File: config.mk
export PLATFORM = sky130hd
export DESIGN_NAME = alu_sequencer
export DESIGN_NICKNAME = d
export VERILOG_FILES = /design/src/rtl/alu_sequencer.sv
export SDC_FILE = /design/constraint.sdc
export NUM_CORES = 1
export LEC_CHECK = 0
export CORE_ASPECT_RATIO = 0.7
export CORE_UTILIZATION = 26
export DETAILED_ROUTE_END_ITERATION = 16
export GPL_ROUTABILITY_DRIVEN = 0
export MAX_ROUTING_LAYER = met4
export SLEW_MARGIN = 25
export SYNTH_ARGS = -nofsm -noshare
export SYNTH_HDL_FRONTEND = slang
export SYNTH_SLANG_ARGS = --single-unit
File: constraint.sdc
create_clock -name clk -period 5.31 [get_ports clk]
set_clock_uncertainty 0.2 [all_clocks]
set_input_delay 1.062 -clock clk [delete_from_list [all_inputs] [get_ports clk]]
set_output_delay 1.062 -clock clk [all_outputs]
set_load 0.05 [all_outputs]
File: src/rtl/alu_sequencer.sv
// alu_sequencer -- single-request ALU with a valid/ready handshake on each side.
//
// A request (op, a, b) is captured when in_valid and in_ready are both high.
// Non-divide ops finish in one EXEC cycle.
// Divide uses an 8-cycle restoring divider in the DIV state.
// The result is then held in DONE until out_ready is seen.
//
// Build option:
//   ALU_SEQ_DIV_EN  defined   -> DIV state and divider are built.
//                   undefined -> op=div is reported as illegal (err=1).
//
// Ports:
//   clk        rising-edge clock
//   rst        synchronous, active-high reset
//   in_valid   request present
//   in_ready   block accepts a request this cycle (IDLE only)
//   op[2:0]    000 add, 001 sub, 010 mul, 011 div, 100 eq, 101 gt, 110 lt,
//              111 illegal
//   a[7:0]     unsigned operand A
//   b[7:0]     unsigned operand B
//   out_valid  result present
//   out_ready  consumer accepts the result
//   result     16-bit result; for div, {remainder, quotient}
//   div_zero   set with the result for a divide by zero
//   err        set with the result for an illegal or unsupported op
module alu_sequencer (
  input  logic        clk,
  input  logic        rst,
  input  logic        in_valid,
  output logic        in_ready,
  input  logic [2:0]  op,
  input  logic [7:0]  a,
  input  logic [7:0]  b,
  output logic        out_valid,
  input  logic        out_ready,
  output logic [15:0] result,
  output logic        div_zero,
  output logic        err
);

  localparam logic [1:0] IDLE = 2'd0;
  localparam logic [1:0] EXEC = 2'd1;
`ifdef ALU_SEQ_DIV_EN
  localparam logic [1:0] DIV  = 2'd2;
`endif
  localparam logic [1:0] DONE = 2'd3;

  localparam logic [2:0] OP_ADD = 3'b000;
  localparam logic [2:0] OP_SUB = 3'b001;
  localparam logic [2:0] OP_MUL = 3'b010;
  localparam logic [2:0] OP_DIV = 3'b011;
  localparam logic [2:0] OP_EQ  = 3'b100;
  localparam logic [2:0] OP_GT  = 3'b101;
  localparam logic [2:0] OP_LT  = 3'b110;
  localparam logic [2:0] OP_ILL = 3'b111;

  logic [1:0]  state;
  logic [2:0]  op_q;
  logic [7:0]  a_q;
  logic [7:0]  b_q;

  logic [15:0] exec_result;
  logic        exec_err;
  logic        exec_dz;
  logic [7:0]  sum8;
  logic [7:0]  diff8;

  assign in_ready = (state == IDLE) && !rst;

  assign sum8  = a_q + b_q;
  assign diff8 = a_q - b_q;

  // Single-cycle datapath, evaluated on the captured operands.
  always_comb begin
    exec_result = '0;
    exec_err    = 1'b0;
    exec_dz     = 1'b0;
    case (op_q)
      OP_ADD: exec_result = {8'h00, sum8};
      OP_SUB: exec_result = {8'h00, diff8};
      OP_MUL: exec_result = {8'h00, a_q} * {8'h00, b_q};
      OP_EQ:  exec_result = {15'd0, a_q == b_q};
      OP_GT:  exec_result = {15'd0, a_q >  b_q};
      OP_LT:  exec_result = {15'd0, a_q <  b_q};
`ifdef ALU_SEQ_DIV_EN
      // Only b == 0 reaches EXEC with a divide; the other divides go to DIV.
      OP_DIV: exec_dz = 1'b1;
      OP_ILL: exec_err = 1'b1;
`else
      OP_DIV, OP_ILL: exec_err = 1'b1;
`endif
      default: exec_err = 1'b1;
    endcase
  end

`ifdef ALU_SEQ_DIV_EN
  logic [3:0] cnt;
  logic [7:0] rem;
  logic [7:0] quo;
  logic [8:0] trial;
  logic [8:0] trial_sub;
  logic       q_bit;
  logic [7:0] rem_next;
  logic [7:0] quo_next;

  // One restoring step.
  // Shift the next dividend bit (the MSB of quo) into the partial remainder.
  // Subtract the divisor if it fits.
  // The dividend drains out of quo as the quotient bits fill in.
  assign trial     = {rem, quo[7]};
  assign trial_sub = trial - {1'b0, b_q};
  assign q_bit     = (trial >= {1'b0, b_q});
  assign rem_next  = q_bit ? trial_sub[7:0] : trial[7:0];
  assign quo_next  = {quo[6:0], q_bit};
`endif

  always_ff @(posedge clk) begin
    if (rst) begin
      state     <= IDLE;
      out_valid <= 1'b0;
      result    <= '0;
      div_zero  <= 1'b0;
      err       <= 1'b0;
`ifdef ALU_SEQ_DIV_EN
      cnt       <= '0;
`endif
    end else begin
      case (state)
        IDLE: begin
          if (in_valid) begin
            op_q <= op;
            a_q  <= a;
            b_q  <= b;
`ifdef ALU_SEQ_DIV_EN
            if (op == OP_DIV && b != 8'd0) begin
              state <= DIV;
              cnt   <= '0;
              rem   <= '0;
              quo   <= a;
            end else begin
              state <= EXEC;
            end
`else
            state <= EXEC;
`endif
          end
        end
        EXEC: begin
          result    <= exec_result;
          err       <= exec_err;
          div_zero  <= exec_dz;
          out_valid <= 1'b1;
          state     <= DONE;
        end
`ifdef ALU_SEQ_DIV_EN
        DIV: begin
          rem <= rem_next;
          quo <= quo_next;
          cnt <= cnt + 4'd1;
          if (cnt == 4'd7) begin
            result    <= {rem_next, quo_next};
            err       <= 1'b0;
            div_zero  <= 1'b0;
            out_valid <= 1'b1;
            cnt       <= '0;
            state     <= DONE;
          end
        end
`endif
        DONE: begin
          if (out_ready) begin
            out_valid <= 1'b0;
            div_zero  <= 1'b0;
            err       <= 1'b0;
            state     <= IDLE;
          end
        end
        default: state <= IDLE;
      endcase
    end
  end

endmodule
* Word level (Yosys, flattened, before mapping)
Cells that the tools add are included.
Operators by class: bitwise gates (word level) 1, mux-type cells 9, reduce and logical (&&, ||, !) cells 9, multiply operators 1, magnitude comparators 2, $add $sub $neg 2, equality and inequality tests 12
Operators with widths (count):
- $pmux W16 S6 | 1
- $mul A8 B8 Y16 | 1
- $eq A3 B3 Y1 const B | 4
- $add A8 B8 Y8 | 1
- $eq A8 B8 Y1 | 1
- $gt A8 B8 Y1 | 1
- $lt A8 B8 Y1 | 1
- $sub A8 B8 Y8 | 1
- $eq A3 B2 Y1 const B | 2
- $pmux W1 S2 | 3
- $pmux W2 S3 | 1
- $mux W2 | 2
- $ne A2 B2 Y1 const B | 2
- $reduce_and A2 Y1 | 2
- $eq A3 B1 Y1 const B | 1
- $logic_not A3 Y1 | 1
- $reduce_and A3 Y1 | 1
- $eq A2 B1 Y1 const B | 1
- $eq A2 B2 Y1 const B | 1
- $logic_not A2 Y1 | 1
- $mux W1 | 2
- $reduce_bool A2 Y1 | 1
- $reduce_or A2 Y1 | 1
- $logic_and A1 B1 Y1 | 1
- other kinds (2) | 2
Word-level totals: bits of input ports 23, register bits after elaboration 40, output and inout bits 20, word-level logic and storage cells 44

* Depth between registers and ports, before layout
Gate-level depths: netlist of run 1.
depth after elaboration 4, mapped depth 17, gate-level depth less buffers 17

* Worst setup path before layout of run 1
OpenSTA, ideal clock, no wires.
kind register to register, start point register a_q[1], end point register result[13], cell stages (with the launch flop) 15, arrival 4.001 ns, slack 0.985 ns, library setup time 0.124 ns, buffers on the path 0, required time 4.986 ns, clock period less this slack 4.325 ns, cell sequence edfxtp_1 -> and2_1 -> fa_1 -> fa_1 -> fa_1 -> inv_1 -> fa_1 -> inv_1 -> ha_1 -> nor3_1 -> nor2_1 -> a31oi_1 -> o21ai_0 -> xnor2_1 -> o21ai_0
Between the ends: longest elaborated chain between the ends 2
RTL lines:
- start: declaration | RTL line 59 | logic [7:0] a_q;
- start signal: assignment | RTL line 132 | a_q <= a;
- $mul A8 B8 Y16 | RTL line 81 | OP_MUL: exec_result = {8'h00, a_q} * {8'h00, b_q};
- $pmux W16 S6 | RTL line 78 | case (op_q)
- end signal: assignment | RTL line 149 | result <= exec_result;
- end: declaration | RTL line 36 | output logic [15:0] result,
Every way passes these cells. A chain may end at the register's enable or synchronous reset.

* Worst setup path in the final report of run 1
start point register a_q[4], end point register result[13]
Same word-level chain as after synthesis.

==> results of run 1 <==
==> routing by layer <==
| layer | wire length [um] | vias to the layer above | GRT usage (%) |
|---|---|---|---|
| met5 | 0 | - | - |
| met1 | 5572 | 1474 | 21.36 |
| li1 | - | 1572 | - |
| met2 | 3714 | 87 | 17.06 |
| met4 | 90 | 0 | 2.617 |
| met3 | 482 | 9 | 2.468 |
==> registers in the layout (all words and copies together) (netlist names) <==
register and cells:
result 16, a_q 8, b_q 8, op_q 3, state 2, err 1, out_valid 1
==> cell usage after synthesis, types with 2 or more instances <==
cell type,n
nor2b_1,3
ha_1,52
edfxtp_1,19
nand2_1,38
o21ai_0,27
nor4_1,2
dfxtp_1,20
clkbuf_1,4
a22oi_1,4
nor3b_1,2
and2_1,40
fa_1,38
a21oi_1,19
nor3_1,11
a21o_1,4
inv_1,67
nand2b_1,4
nor2_1,29
o22ai_1,5
a31oi_1,2
o21a_1,3
o31ai_1,5
xnor2_1,13
and2b_2,2
nand3_1,2
nand4_1,2
xor2_1,2
buf_4,3
a211oi_1,8
==> per-stage QoR <==
stage | area, um2 | setup slack (ns) | std cells | total power, mW | utilization, %
after floorplan | 4070 | 0.9847 | 447 | 0.7880 | -
after global placement | 4671 | 0.7178 | 674 | 0.9222 | 31.14
after detailed placement | 4671 | 0.5985 | 674 | 0.9368 | 31.14
after CTS | 4848 | 0.5747 | 682 | 1.314 | 32.32
after global routing | 4848 | 0.3404 | 682 | 1.403 | 32.32
final | 4848 | 0.5957 | 682 | 1.302 | 32.32
==> worst max path at each step <==
| stage | endpoint | startpoint | cells after the start | slack (ns) |
|---|---|---|---|---|
| 2_1_floorplan | result[13]$_SDFFE_PP0P_ | a_q[1]$_DFFE_PP_ | 14 | 0.98 |
| 3_3_place_gp | result[13]$_SDFFE_PP0P_ | a_q[4]$_DFFE_PP_ | 14 | 0.72 |
| 3_5_place_dp | result[13]$_SDFFE_PP0P_ | a_q[4]$_DFFE_PP_ | 14 | 0.60 |
| 4_1_cts | result[13]$_SDFFE_PP0P_ | a_q[4]$_DFFE_PP_ | 14 | 0.57 |
| 5_1_grt | result[13]$_SDFFE_PP0P_ | a_q[1]$_DFFE_PP_ | 15 | 0.34 |
| 6_report | result[13]$_SDFFE_PP0P_ | a_q[4]$_DFFE_PP_ | 14 | 0.60 |
==> logic make-up (layout without fill, tap and decap cells) <==
family          after synthesis  count (layout)  share of synthesized area, %
xor+xnor                     15              15                         3.228
fa+ha+maj                    90              90                         34.68
simple gates                139             139                         17.31
other cells                   1               1                       0.09213
buf+inv                      76             116                         7.500
mux                           1               1                        0.2459
flops                        39              39                         23.85
compound gates               86              86                         13.10
==> report_power, final <==
group,switching (mW),total (mW),internal (mW)
sequential,0.0213,0.353,0.332
combinational,0.341,0.584,0.243
clock,0.128,0.365,0.236
total,0.490,1.30,0.812
==> worst max-delay path, cell delays in order (launching register included) <==
cell and delay (ns):
edfxtp_1 0.55, ha_1 0.32, fa_1 0.59, fa_1 0.46, fa_1 0.54, inv_1 0.06
fa_1 0.53, inv_1 0.04, ha_1 0.34, nor3_1 0.20, nor2_1 0.08, a31oi_1 0.24
o21ai_0 0.17, xnor2_1 0.19, o21ai_0 0.09
==> layout make-up <==
class	instances	area, um2
sequential	39	970.9
inverter	67	251.5
fill	1581	10150
timing repair buffer	41	410.4
multi-input combinational	332	2794
clock inverter	2	38.79
tap	195	244.0
clock buffer	6	138.9
==> flow_summary_export.csv, run 1 <==
group,metric,value,unit
critical_path,r2r_cells,14,
yosys,synth_area_leader_cell,"fa_1",
critical_path,rrSetupSlack,0.60,ns
global_routing,overflow,0,
routing,drtAntennaViolNets,0,
yosys,post-synth-top-area-fraction,18.69,%
yosys,yosys_warnings,0,
timing,slew_viol_final,0,
yosys,synth_edf_count,19,
layout,final_common_cell,"inv_1",
clock_tree,clockBufferDepth,2,
clock_tree,numCtsBuffers,5,
routing,dr.pass1.iters,4,
clock_tree,root_buffer,"clkbuf_16",
yosys,yosysSeqAreaShare,23.85,%
run,maxCapViolations,0,
clock_tree,postCtsSetupBuffers,0,
floorplan,ioPinCount,43,
yosys,synthCells,447,
timing,setup_violations,0,
routing,vias,3142,
routing,post_drt_wl_per_cell,14.46,um
timing,fin_tns_setup,0,ns
routing,drt_iter0_drc,220,
routing,totalWireLength,9859,um
routing,drc,0,
global_routing,grt_max_degree,20,
min_path,holdPathStages,2,
floorplan,die_area,0.01617,mm2
placed_design,hpwl,8141,um
critical_path,critPathMaxFanout,9,
global_routing,antenna_found_initial,0,
min_path,hold_path_end,"result[11]$_SDFFE_PP0P_",
clock_tree,hold_buffers,0,
critical_path,arrival,4.68,ns
global_routing,first_global_vias,3141,
min_path,hold_class,"flop to flop",
yosys,synth_nets,560,
timing,fmax,212.1,MHz
critical_path,cp-start-kind,"flop",
floorplan,die_y,106.7,um
run_status,outcome,"completed",
clock_tree,clkSinkCount,39,
power,ir_worst_vdd,0.1121,mV
floorplan,die_width,151.5,um
critical_path,r2r_start,"a_q[4]$_DFFE_PP_",
layout,final_cell_mix,"inv_1, ha_1, clkdlybuf4s50_1, and2_1",
yosys,mappedNetlistArea,0.004070,mm2
timing,hold-worst-slack,0.2496,ns
floorplan,start_util,27.14,%
critical_path,crit_required,5.27,ns
power,leakagePower,2.096,nW
power,powerDensity,268.5,mW/mm2
routing,vias_per_cell,4.607,
layout,drive_gt1_share,2.669,%
timing,rsz0062_at_grt,"false",
min_path,hold_path_startpoint,"result[11]$_SDFFE_PP0P_",
yosys,synthFlopType,"dfxtp_1",
critical_path,crit_type,"flop to flop",
floorplan,row_count,37,
layout,nets,599,
floorplan,core_area,0.01500,mm2
yosys,synth-seq-cells,39,
clock_tree,clk-insertion-delay-late,0.29,ns
clock_tree,clkTransAtPathRegs,0.06,ns
yosys,synth.area.top_cells,"fa_1, ha_1, edfxtp_1",
global_routing,grt_pass1_wl,16420,um
layout,antenna_cells,0,
clock_tree,htree_levels,2,
placed_design,portBuffers,41,
timing,fin_crit,4.714,ns
yosys,synthDistinctLibCells,46,
yosys,syn_area_per_cell,9.105,um2
critical_path,cp-end-kind,"flop",
clock_tree,cts_tree,"yes",
clock_tree,cts_resized,0,
timing,hold_violations,0,
layout,areaGrowthSynthToFinish,19.12,%
timing,maxSlewHeadroom,36.62,%
global_routing,grtUsageTotal,13.42,%
critical_path,r2r-end,"result[13]$_SDFFE_PP0P_",
yosys,synth-async-reset-ratio,0,%
timing,layout_worst_path_cycle_share,88.78,%
timing,worstMarginPinSlew,0.9507,ns
Note: power is estimated with default switching activity, not from simulation.
==> inputs of run 2 (changes only) <==
==> constraint.sdc (replaced) <==
create_clock -name clk -period 5.31 [get_ports clk]
set_clock_uncertainty 0.2 [all_clocks]
set_input_delay 0.531 -clock clk [delete_from_list [all_inputs] [get_ports clk]]
set_output_delay 0.531 -clock clk [all_outputs]
set_load 0.05 [all_outputs]
==> results of run 2 <==
Same layout as run 1: the final DEF is identical, and so are final timing and power.
